[config.mk]
export PLATFORM = sky130hd
export DESIGN_NAME = period_meter_flat
export DESIGN_NICKNAME = d
export VERILOG_FILES = /design/src/rtl/period_meter_pkg.sv /design/src/rtl/period_meter_if.sv /design/src/rtl/period_meter_edge_sync.sv /design/src/rtl/period_meter.sv /design/src/flat_wrapper.sv
export SDC_FILE = /design/constraint.sdc
export NUM_CORES = 1
export LEC_CHECK = 0
export BUFFER_PORTS_ARGS = -buffer_cell sky130_fd_sc_hd__buf_4
export CAP_MARGIN = 10
export CORE_ASPECT_RATIO = 1.4
export CORE_MARGIN = 3
export CORE_UTILIZATION = 60
export CTS_BUF_LIST = sky130_fd_sc_hd__clkbuf_2
export DETAILED_ROUTE_END_ITERATION = 8
export PLACE_DENSITY = 0.88
export RECOVER_POWER = 100
export SLEW_MARGIN = 5
export SYNTH_ARGS = -nofsm -noshare
export SYNTH_HDL_FRONTEND = slang
export SYNTH_HIERARCHICAL = 1
export SYNTH_SLANG_ARGS = --single-unit
export TNS_END_PERCENT = 100
[constraint.sdc]
create_clock -name i_clk -period 3.95 [get_ports i_clk]
set_input_delay 1.185 -clock i_clk [delete_from_list [all_inputs] [get_ports i_clk]]
set_output_delay 1.185 -clock i_clk [all_outputs]
set_load 0.03 [all_outputs]
[src/rtl/period_meter_pkg.sv]
// rtl/period_meter_pkg.sv - shared defaults and FSM encoding for the period meter
package period_meter_pkg;

    localparam int PM_WIDTH   = 32;
    localparam int PM_TIMEOUT = 2**20;

    typedef enum logic [1:0] {IDLE = 2'd0, ARM = 2'd1, MEAS = 2'd2} pm_state_e;

    localparam logic [1:0] ST_IDLE = IDLE;
    localparam logic [1:0] ST_ARM  = ARM;
    localparam logic [1:0] ST_MEAS = MEAS;

endpackage

[src/rtl/period_meter_if.sv]
// rtl/period_meter_if.sv - control, signal and measurement-result bundle of the period meter
interface period_meter_if
    import period_meter_pkg::*;
#(
    parameter int WIDTH = PM_WIDTH
);
    logic             enable;
    logic             sig_in;
    logic [WIDTH-1:0] period;
    logic [WIDTH-1:0] high_time;
    logic             valid;
    logic             locked;
    logic             timeout;

    modport master (
        output enable, sig_in,
        input  period, high_time, valid, locked, timeout
    );

    modport slave (
        input  enable, sig_in,
        output period, high_time, valid, locked, timeout
    );
endinterface

[src/rtl/period_meter_edge_sync.sv]
// rtl/period_meter_edge_sync.sv - synchroniser plus one-cycle rise/fall detector
module edge_sync #(
    parameter int SYNC_STAGES = 2
) (
    input  logic i_clk,
    input  logic i_reset_n,
    input  logic i_d,
    output logic o_s,
    output logic o_rise,
    output logic o_fall
);
    logic w_s;
    logic r_s_q;

    generate
        if (SYNC_STAGES == 0) begin : g_bypass
            assign w_s = i_d;
        end else begin : g_sync
            logic [SYNC_STAGES-1:0] r_sync;
            always_ff @(posedge i_clk) begin
                if (!i_reset_n) begin
                    r_sync <= '0;
                end else begin
                    r_sync[0] <= i_d;
                    for (int i = 1; i < SYNC_STAGES; i++) begin
                        r_sync[i] <= r_sync[i-1];
                    end
                end
            end
            assign w_s = r_sync[SYNC_STAGES-1];
        end
    endgenerate

    always_ff @(posedge i_clk) begin
        if (!i_reset_n) begin
            r_s_q <= 1'b0;
        end else begin
            r_s_q <= w_s;
        end
    end

    assign o_s    = w_s;
    assign o_rise = w_s & ~r_s_q;
    assign o_fall = ~w_s & r_s_q;
endmodule

[src/rtl/period_meter.sv]
// rtl/period_meter.sv - measures clock cycles between rising edges of a signal and its high time
module period_meter
    import period_meter_pkg::*;
#(
    parameter int          WIDTH       = PM_WIDTH,
    parameter int          SYNC_STAGES = 2,
    parameter int unsigned TIMEOUT     = PM_TIMEOUT
) (
    input  logic           i_clk,
    input  logic           i_reset_n,
    period_meter_if.slave  bus
);
    localparam logic [WIDTH-1:0] TO_CNT = WIDTH'(TIMEOUT);

    logic             w_s;
    logic             w_rise;
    logic [1:0]       r_state;
    logic [WIDTH-1:0] r_cnt;
    logic [WIDTH-1:0] r_hcnt;
    logic [WIDTH-1:0] r_period;
    logic [WIDTH-1:0] r_high_time;
    logic             r_valid;
    logic             r_locked;
    logic             r_timeout;

    edge_sync #(.SYNC_STAGES(SYNC_STAGES)) u_edge_sync (
        .i_clk     (i_clk),
        .i_reset_n (i_reset_n),
        .i_d       (bus.sig_in),
        .o_s       (w_s),
        .o_rise    (w_rise),
        .o_fall    ()
    );

    // The rise cycle itself counts as cycle 1 (and as high) of the new period.
    always_ff @(posedge i_clk) begin
        if (!i_reset_n) begin
            r_state     <= ST_IDLE;
            r_cnt       <= '0;
            r_hcnt      <= '0;
            r_period    <= '0;
            r_high_time <= '0;
            r_valid     <= 1'b0;
            r_locked    <= 1'b0;
            r_timeout   <= 1'b0;
        end else begin
            r_valid <= 1'b0;
            if (!bus.enable) begin
                r_state  <= ST_IDLE;
                r_cnt    <= '0;
                r_hcnt   <= '0;
                r_locked <= 1'b0;
            end else begin
                case (r_state)
                    ST_IDLE: r_state <= ST_ARM;
                    ST_ARM: begin
                        if (w_rise) begin
                            r_cnt    <= WIDTH'(1);
                            r_hcnt   <= WIDTH'(1);
                            r_locked <= 1'b0;
                            r_state  <= ST_MEAS;
                        end
                    end
                    ST_MEAS: begin
                        if (w_rise) begin
                            r_period    <= r_cnt;
                            r_high_time <= r_hcnt;
                            r_valid     <= 1'b1;
                            r_locked    <= 1'b1;
                            r_timeout   <= 1'b0;
                            r_cnt       <= WIDTH'(1);
                            r_hcnt      <= WIDTH'(1);
                        end else if (r_cnt == TO_CNT) begin
                            r_timeout <= 1'b1;
                            r_locked  <= 1'b0;
                            r_state   <= ST_ARM;
                        end else begin
                            r_cnt <= r_cnt + WIDTH'(1);
                            if (w_s) begin
                                r_hcnt <= r_hcnt + WIDTH'(1);
                            end
                        end
                    end
                    default: r_state <= ST_IDLE;
                endcase
            end
        end
    end

    assign bus.period    = r_period;
    assign bus.high_time = r_high_time;
    assign bus.valid     = r_valid;
    assign bus.locked    = r_locked;
    assign bus.timeout   = r_timeout;
endmodule

[src/flat_wrapper.sv]
// flat-port wrapper written by rule: the top's interface ports become plain ports
module period_meter_flat import period_meter_pkg::*;
#(
    parameter int          WIDTH       = PM_WIDTH,
    parameter int          SYNC_STAGES = 2,
    parameter int unsigned TIMEOUT     = PM_TIMEOUT
)
  (i_clk, i_reset_n, bus_enable, bus_sig_in, bus_period, bus_high_time, bus_valid, bus_locked, bus_timeout);
  period_meter_if #(.WIDTH(WIDTH)) bus_i ();
  input  logic i_clk;
  input  logic i_reset_n;
  input wire logic [$bits(bus_i.enable)-1:0] bus_enable;
  input wire logic [$bits(bus_i.sig_in)-1:0] bus_sig_in;
  output wire logic [$bits(bus_i.period)-1:0] bus_period;
  output wire logic [$bits(bus_i.high_time)-1:0] bus_high_time;
  output wire logic [$bits(bus_i.valid)-1:0] bus_valid;
  output wire logic [$bits(bus_i.locked)-1:0] bus_locked;
  output wire logic [$bits(bus_i.timeout)-1:0] bus_timeout;
  assign bus_i.enable = bus_enable;
  assign bus_i.sig_in = bus_sig_in;
  assign bus_period = bus_i.period;
  assign bus_high_time = bus_i.high_time;
  assign bus_valid = bus_i.valid;
  assign bus_locked = bus_i.locked;
  assign bus_timeout = bus_i.timeout;
  period_meter #(.WIDTH(WIDTH), .SYNC_STAGES(SYNC_STAGES), .TIMEOUT(TIMEOUT)) u_core (.i_clk(i_clk), .i_reset_n(i_reset_n), .bus(bus_i));
endmodule
## Yosys cells after proc, flatten, opt, wreduce, memory -nomap -nowiden

Cells that the tools add are included.
Widths: inputs -> output; s select.

- Add/subtract/negate cells: 2
- Equal/unequal tests: 9
- Muxes and demuxes: 19
- Bitwise gates (word level): 2
- Reduce and logical (&&, ||, !) cells: 11

Operator list:

| kind | number |
|---|---|
| $mux 32 | 6 |
| $pmux 32 s2 | 2 |
| $add 32x1->32 const B | 2 |
| $eq 32x21->1 const B | 1 |
| $reduce_and 3->1 | 6 |
| $mux 1 | 6 |
| $mux 2 | 3 |
| $ne 3x3->1 const B | 2 |
| $pmux 2 s3 | 1 |
| $ne 2x2->1 const B | 2 |
| $reduce_and 4->1 | 1 |
| $reduce_bool 2->1 | 2 |
| $ne 3x2->1 const B | 1 |
| $eq 2x1->1 const B | 1 |
| $eq 2x2->1 const B | 1 |
| $logic_not 2->1 | 1 |
| $ne 2x1->1 const B | 1 |
| $pmux 1 s2 | 1 |
| $reduce_and 2->1 | 1 |
| $and 1x1->1 | 1 |
| $not 1->1 | 1 |

- Register bits: 136
- Bits of input ports: 4
- Output and inout port bits: 67

## Depth between registers and ports, before layout

Gate-level depths: netlist of the first run.

- Depth after elaboration: 5
- Depth in mapped cells: 9
- Gate-level depth less buffers: 7

## Hierarchy

The synthesis of the first run kept the hierarchy.

Modules (own cells, without submodules):

| module | instances | cells each | area an instance (sq um) | seq. area each (sq um) |
|---|---|---|---|---|
| period_meter | 1 | 764 | 6448.7 | 2662.6 |
| edge_sync | 1 | 8 | 91.3 | 60.1 |

## Worst setup path before layout of the first run

OpenSTA, ideal clock, no wires.

- Path kind: input to register
- Start: input bus_enable
- End: register u_core.r_cnt[18]
- Library setup time: 0.072 ns
- Arrival time: 2.247 ns
- Data required time: 3.878 ns
- Slack: 1.632 ns
- Stages on the path: 6
- Path buffers: 1
- Cell sequence: nand2_1 > nor3_2 > o21a_1 > clkbuf_1 > nand4_1 > mux2i_1

- Cells in the longest elaborated chain, start to end: 1

Ends and longest elaborated chain:

| element | line | text |
|---|---|---|
| start: declaration | flat_wrapper.sv:12 | `input wire logic [$bits(bus_i.enable)-1:0] bus_enable;` |
| $reduce_and 2->1 (no source line) | -- |  |
| end signal: assignment | period_meter.sv:78 | `r_cnt <= r_cnt + WIDTH'(1);` |
| end: declaration | period_meter.sv:18 | `logic [WIDTH-1:0] r_cnt;` |

No other way between the ends.
A chain may end at the register's enable or synchronous reset.

## Worst setup path after layout of the first run

- Start: register u_core.r_hcnt[0]
- End: register u_core.r_hcnt[26]

- Cells in the longest elaborated chain, start to end: 5

Ends and longest elaborated chain:

| element | line | text |
|---|---|---|
| start: declaration | period_meter.sv:19 | `logic [WIDTH-1:0] r_hcnt;` |
| start signal: assignment | period_meter.sv:80 | `r_hcnt <= r_hcnt + WIDTH'(1);` |
| $add 32x1->32 | period_meter.sv:80 |  |
| $mux 32 | period_meter.sv:79 | `if (w_s) begin` |
| $mux 32 | period_meter.sv:73 | `end else if (r_cnt == TO_CNT) begin` |
| $mux 32 | period_meter.sv:65 | `if (w_rise) begin` |
| $pmux 32 s2 | period_meter.sv:54 | `case (r_state)` |

No other way between the ends. The select of a mux whose other input is x is not followed.

==> impl_metrics.yaml, run 1 <==
floorplanning:
  ios: 71
  fp-row-count: 44
  die_w_um: 94.20
  core_area_um2: 10520
  start_util: 0.6214
  dieArea_um2: 12200
  die_y_um: 129.5
clocking:
  clockRootBuffer: "clkbuf_2"
  ctsHoldBuffers: 0
  cts_made_buffers: 17
  path_clk_slew_ns: 0.19
  clk_path_buf_depth: 2
  insertion_delay_ns: 0.69
  cts_tree: "done"
  htree_levels: 4
  cts_resized: 0
  numClockSinks: 136
  postCtsSetupBuffers: 0
setup_path:
  rr_startpoint: "u_core/r_hcnt[0]$_SDFFE_PN0P_"
  required_ns: 4.57
  path_buf_inv: 0
  start_kind: "flip-flop"
  path_class: "reg -> reg"
  worstSetupStartpoint: "u_core/r_hcnt[0]$_SDFFE_PN0P_"
  slowest_delay_ns: 0.91
  crit_cells: 6
  rr_worst_depth: 6
  cp.arrival_ns: 3.88
  path_cells: "ha_1, nand4_1, nor4_1, nand2_1, a2111oi_4, mux2i_1"
  end_kind: "flip-flop"
  critical_path.max_fanout: 14
  crit_family: "simple AND/OR/NAND/NOR gates"
  cp_slowest_cell: "nor4_1"
global_routing:
  grt_pass1_wl_um: 26560
  grt_util_all_layers: 0.2707
  grt_overflow: 0
  met1_usage: 0.2782
  top_usage_layer: "met2"
  grt_max_degree: 72
  grt_pass1_vias: 6020
  grt_use_met2: 0.5042
  gr-usage-met3: 0.05923
  antenna_found_initial: 0
synthesis:
  avgSynthCellArea_um2: 8.474
  synth_area_um2: 6534
  syn_nets: 778
  yosys_warnings: 6
  postSynthCellCount: 771
routing:
  ant_nets: 0
  wl_per_cell_um: 16.49
  drt_wl_total_um: 15980
  drc: 0
  viasPerCell: 6.187
  num_vias: 5995
  drt_iter0_drc: 477
  dr.pass1.iters: 5
layout:
  nets: 825
  syn_to_final_growth_pct: 7.373
  antenna_cells: 0
  nFillCells: 931
  multiInputGateArea_um2: 3462
  stdcell_area_um2: 7015
  layout-drive-gt1-share: 0.08785
  final_util: 0.6672
  seqCellArea_um2: 2723
worst_hold_path:
  hold_class: "reg -> reg"
  min_from: "u_core/bus.period[14]$_SDFFE_PN0P_"
  holdPathStages: 2
timing:
  finClkSkew_ns: 0.02840
  fin_setup_tns_ns: 0
  rsz0062_at_grt: "false"
  layout_min_cycle_time_ns: 3.267
  maxSlewViolCount: 0
  fin_crit_sh: 0.8272
  clock.fmax_mhz: 306.1
  setup_viol: 0
  hold_viol: 0
  setup_ws_ns: 0.6827
  relSlewSlack: 0.2078
  worst_slew_pin_slew_ns: 1.177
place:
  port_buffers: 70
  hpwl_um: 11100
  place.gp.congestion: 0.9129
  dpl_cell_area_um2: 7081
  place_ws_ns: 0.8742
flow_run:
  drv_cap: 0
power_and_ir_drop:
  leakagePower_nw: 2.391
  p_seq_frac: 0.598
  p_total_mw: 2.309
  combPwrFrac: 0.032
  pwr_density_cell_nw_per_um2: 329.1
  p_int_mw: 1.751
  swShare: 0.2417
  clock_power_share: 0.369
  switchingPower_mw: 0.5582
  ir_drop_uv: 181.0
run_status:
  outcome: "finished clean"
[final timing paths]
kind / to / slack, ns
worst max-delay path: u_core/r_hcnt[26]$_SDFFE_PN0P_ / 0.68
worst max register to register: u_core/r_hcnt[26]$_SDFFE_PN0P_ / 0.68
worst min-delay path: u_core/bus.period[14]$_SDFFE_PN0P_ / 0.48
worst min register to register: u_core/bus.period[14]$_SDFFE_PN0P_ / 0.48
[registers in the layout, indices dropped and copies added (netlist names)]
signal,cells
u_core/bus.high_time,32
u_core/bus.period,32
u_core/r_cnt,32
u_core/r_hcnt,32
u_core/r_state,2
u_core/u_edge_sync/g_sync.r_sync,2
u_core/bus.locked,1
u_core/bus.timeout,1
u_core/bus.valid,1
u_core/u_edge_sync/r_s_q,1
[layout by cell type, fill, tap and decap left out, types with 3 or more instances in the layout]
cell          n
or3_1         8
bufinv_16     3
nor3_4        3
buf_4        14
nand2_1     190
nand4_1      17
nand3_1      32
ha_1          3
o2111ai_1     9
clkbuf_2     19
clkinvlp_4    4
nor2_1       31
a31oi_1      12
mux2i_1      18
nor4_1        5
a2111o_1     11
a21oi_1      43
nand4_2       4
nor4_2        4
and2_0        6
and2_1        6
clkinv_2      5
o22a_1       14
o21ai_0      11
or4_1         4
nor2b_1       4
clkbuf_1     68
and3_1        5
dfxtp_1     136
o211ai_1      4
a21boi_0     69
inv_1        12
a22oi_1       4
a211oi_1      4
a41oi_1       4
nor3_1        7
[cell type report]
| type | instances | share of cell area |
|---|---|---|
| multi-input cells | 568 | 0.4935 |
| flip-flops and latches | 136 | 0.3881 |
| repair buffers | 83 | 0.05208 |
| clock buffers | 18 | 0.01284 |
| clock inverters | 14 | 0.02247 |
| inverters | 12 | 0.006421 |
| well taps | 138 | 0.02461 |
[power groups by stage]
stage	Combinational [mW]	Sequential, mW	Clock [mW]
after floorplan	0.0581	1.41	0
after global placement	0.0714	1.41	0
after detailed placement	0.0742	1.41	0
after CTS	0.0746	1.38	0.870
after global routing	0.0810	1.38	0.920
final	0.0745	1.38	0.853
[through the flow]
step,hold slack (ns),std cells
2_1_floorplan,0.4118,771
3_3_place_gp,0.4525,937
3_5_place_dp,0.4567,937
4_1_cts,0.4809,969
5_1_grt,0.4998,969
6_report,0.4752,969
[per-layer routing]
layer / vias to the layer above / wire length, um
met4: 0 / 391
met2: 233 / 8571
met1: 2865 / 6116
met3: 40 / 901
li1: 2857 / -
met5: - / 0
[worst register-to-register path, stage by stage, from the launching register on]
cell	delay [ns]
dfxtp_1	0.53
ha_1	0.50
nand4_1	0.16
nor4_1	0.91
nand2_1	0.48
a2111oi_4	0.43
mux2i_1	0.22
Note: power is estimated with default switching activity, not from simulation.
==> run 2: changes to the inputs <==
--- a/config.mk
+++ b/config.mk
@@ -9,10 +9,10 @@
 export CAP_MARGIN = 10
 export CORE_ASPECT_RATIO = 1.4
 export CORE_MARGIN = 3
-export CORE_UTILIZATION = 60
+export CORE_UTILIZATION = 55
 export CTS_BUF_LIST = sky130_fd_sc_hd__clkbuf_2
 export DETAILED_ROUTE_END_ITERATION = 8
-export PLACE_DENSITY = 0.88
+export PLACE_DENSITY = 0.85
 export RECOVER_POWER = 100
 export SLEW_MARGIN = 5
 export SYNTH_ARGS = -nofsm -noshare
==> constraint.sdc (replaced) <==
create_clock -name i_clk -period 2.8 [get_ports i_clk]
set_input_delay 0.84 -clock i_clk [delete_from_list [all_inputs] [get_ports i_clk]]
set_output_delay 0.84 -clock i_clk [all_outputs]
set_load 0.03 [all_outputs]
==> impl_metrics.yaml, run 2 (same netlist as run 1, synthesis figures left out) <==
flow_run:
  drv_cap: 1
place:
  hpwl_um: 11900
  place_inst: 953
  port_buffers: 70
  place.gp.congestion: 0.9340
setup_path:
  cp.arrival_ns: 3.19
  worstSetupStartpoint: "u_core/r_state[0]$_SDFFE_PN0P_"
  path_class: "reg -> reg"
  required_ns: 3.40
  start_kind: "flip-flop"
  rr_startpoint: "u_core/r_state[0]$_SDFFE_PN0P_"
  end_kind: "flip-flop"
  critical_path.max_fanout: 15
layout:
  final_common_cell: "nand2_1"
  seqCellArea_um2: 2723
  nFillCells: 1090
  nets: 835
  multiInputGateArea_um2: 3480
  antenna_cells: 0
  layout-drive-gt1-share: 0.09330
  syn_to_final_growth_pct: 7.564
  final_cells: 980
  final_cell_mix: "nand2_1 (190), dfxtp_1 (136), clkbuf_1 (73)"
timing:
  fin_setup_tns_ns: 0
  worst_slew_pin_slew_ns: 1.600
  relSlewSlack: -0.06638
  finClkSkew_ns: 0.02589
  clock.fmax_mhz: 386.5
  maxSlewViolCount: 51
  setup_viol: 0
  layout_min_cycle_time_ns: 2.588
  hold-worst-slack_ns: 0.3622
  fin_crit_sh: 0.9241
  rsz0062_at_grt: "false"
  hold_viol: 0
power_and_ir_drop:
  ir_drop_uv: 243.9
  leakagePower_nw: 2.414
  pwr_density_cell_nw_per_um2: 425.0
routing:
  ant_nets: 0
  wl_per_cell_um: 16.93
  num_vias: 5979
  dr.pass1.iters: 6
  drt_iter0_drc: 410
  viasPerCell: 6.101
  drt_wl_total_um: 16600
  drc: 0
clocking:
  insertion_delay_ns: 0.67
  ctsHoldBuffers: 0
  numClockSinks: 136
  cts_tree: "done"
  path_clk_slew_ns: 0.18
  cts_made_buffers: 17
  htree_levels: 4
  postCtsSetupBuffers: 0
  clk_path_buf_depth: 2
  cts_resized: 0
  clockRootBuffer: "clkbuf_2"
floorplanning:
  dieArea_um2: 13240
  ios: 71
  fp-row-count: 46
  die_w_um: 98.12
  core_area_um2: 11450
  die_y_um: 135.0
  start_util: 0.5705
run_status:
  violations: "max-capacitance violations, max-slew violations"
  outcome: "complete, but fails checks"
global_routing:
  grt_max_degree: 51
  grt_overflow: 0
  grt_util_all_layers: 0.2483
  grt_pass1_wl_um: 27060
  grt_pass1_vias: 5811
  antenna_found_initial: 0
worst_hold_path:
  min_from: "bus_sig_in"
  hold_class: "in -> reg"
## run 2: final cells by class
type	instances	area share
Timing Repair Buffer	93	0.06284
Tap cell	144	0.02564
Sequential cell	136	0.3874
Multi-Input combinational cell	568	0.4951
Clock inverter	7	0.008367
Clock buffer	20	0.01424
Inverter	12	0.006409
## run 2: path summary, 6_finish.rpt
kind | endpoint | depth (start not counted) | slack, ns
setup reg to reg | u_core/r_hcnt[27]$_SDFFE_PN0P_ | 7 | 0.21
hold reg to reg | u_core/bus.period[11]$_SDFFE_PN0P_ | 2 | 0.47
setup / recovery | u_core/r_hcnt[27]$_SDFFE_PN0P_ | 7 | 0.21
hold / removal | u_core/u_edge_sync/g_sync.r_sync[0]$_SDFF_PN0_ | 2 | 0.36
## run 2: per-stage QoR
step | total power, mW | setup slack [ns] | util | instance area, um2
floorplan | 2.067 | 0.8268 | - | 6534
global placement | 2.096 | 0.4694 | 0.6276 | 7188
detailed placement | 2.100 | 0.3641 | 0.6276 | 7188
CTS | 3.023 | 0.3314 | 0.6415 | 7347
global route | 3.104 | 0.08502 | 0.6136 | 7028
finish | 2.987 | 0.2125 | 0.6136 | 7028
## run 2: metal layers
metal  global-route usage  up-vias  part of all wire
met3              0.05220       47             0.067
met5                    0        -                 0
li1                     -     2863                 -
met4               0.1209        0             0.033
met2               0.4576      269              0.53
met1               0.2668     2800              0.37
## run 2: critical path, stage by stage (launching register included)
cell and delay (ns):
dfxtp_1 0.54, nor2b_1 0.11, clkbuf_2 0.19, o21ai_2 0.51, nand2_1 0.30, clkbuf_2 0.36, a2111o_1 0.45, nand2_1 0.06
## run 2: where the power goes
group | switching [mW] | internal (mW) | total (mW)
sequential | 0.00655 | 1.94 | 1.95
combinational | 0.0703 | 0.0418 | 0.112
clock | 0.631 | 0.296 | 0.926
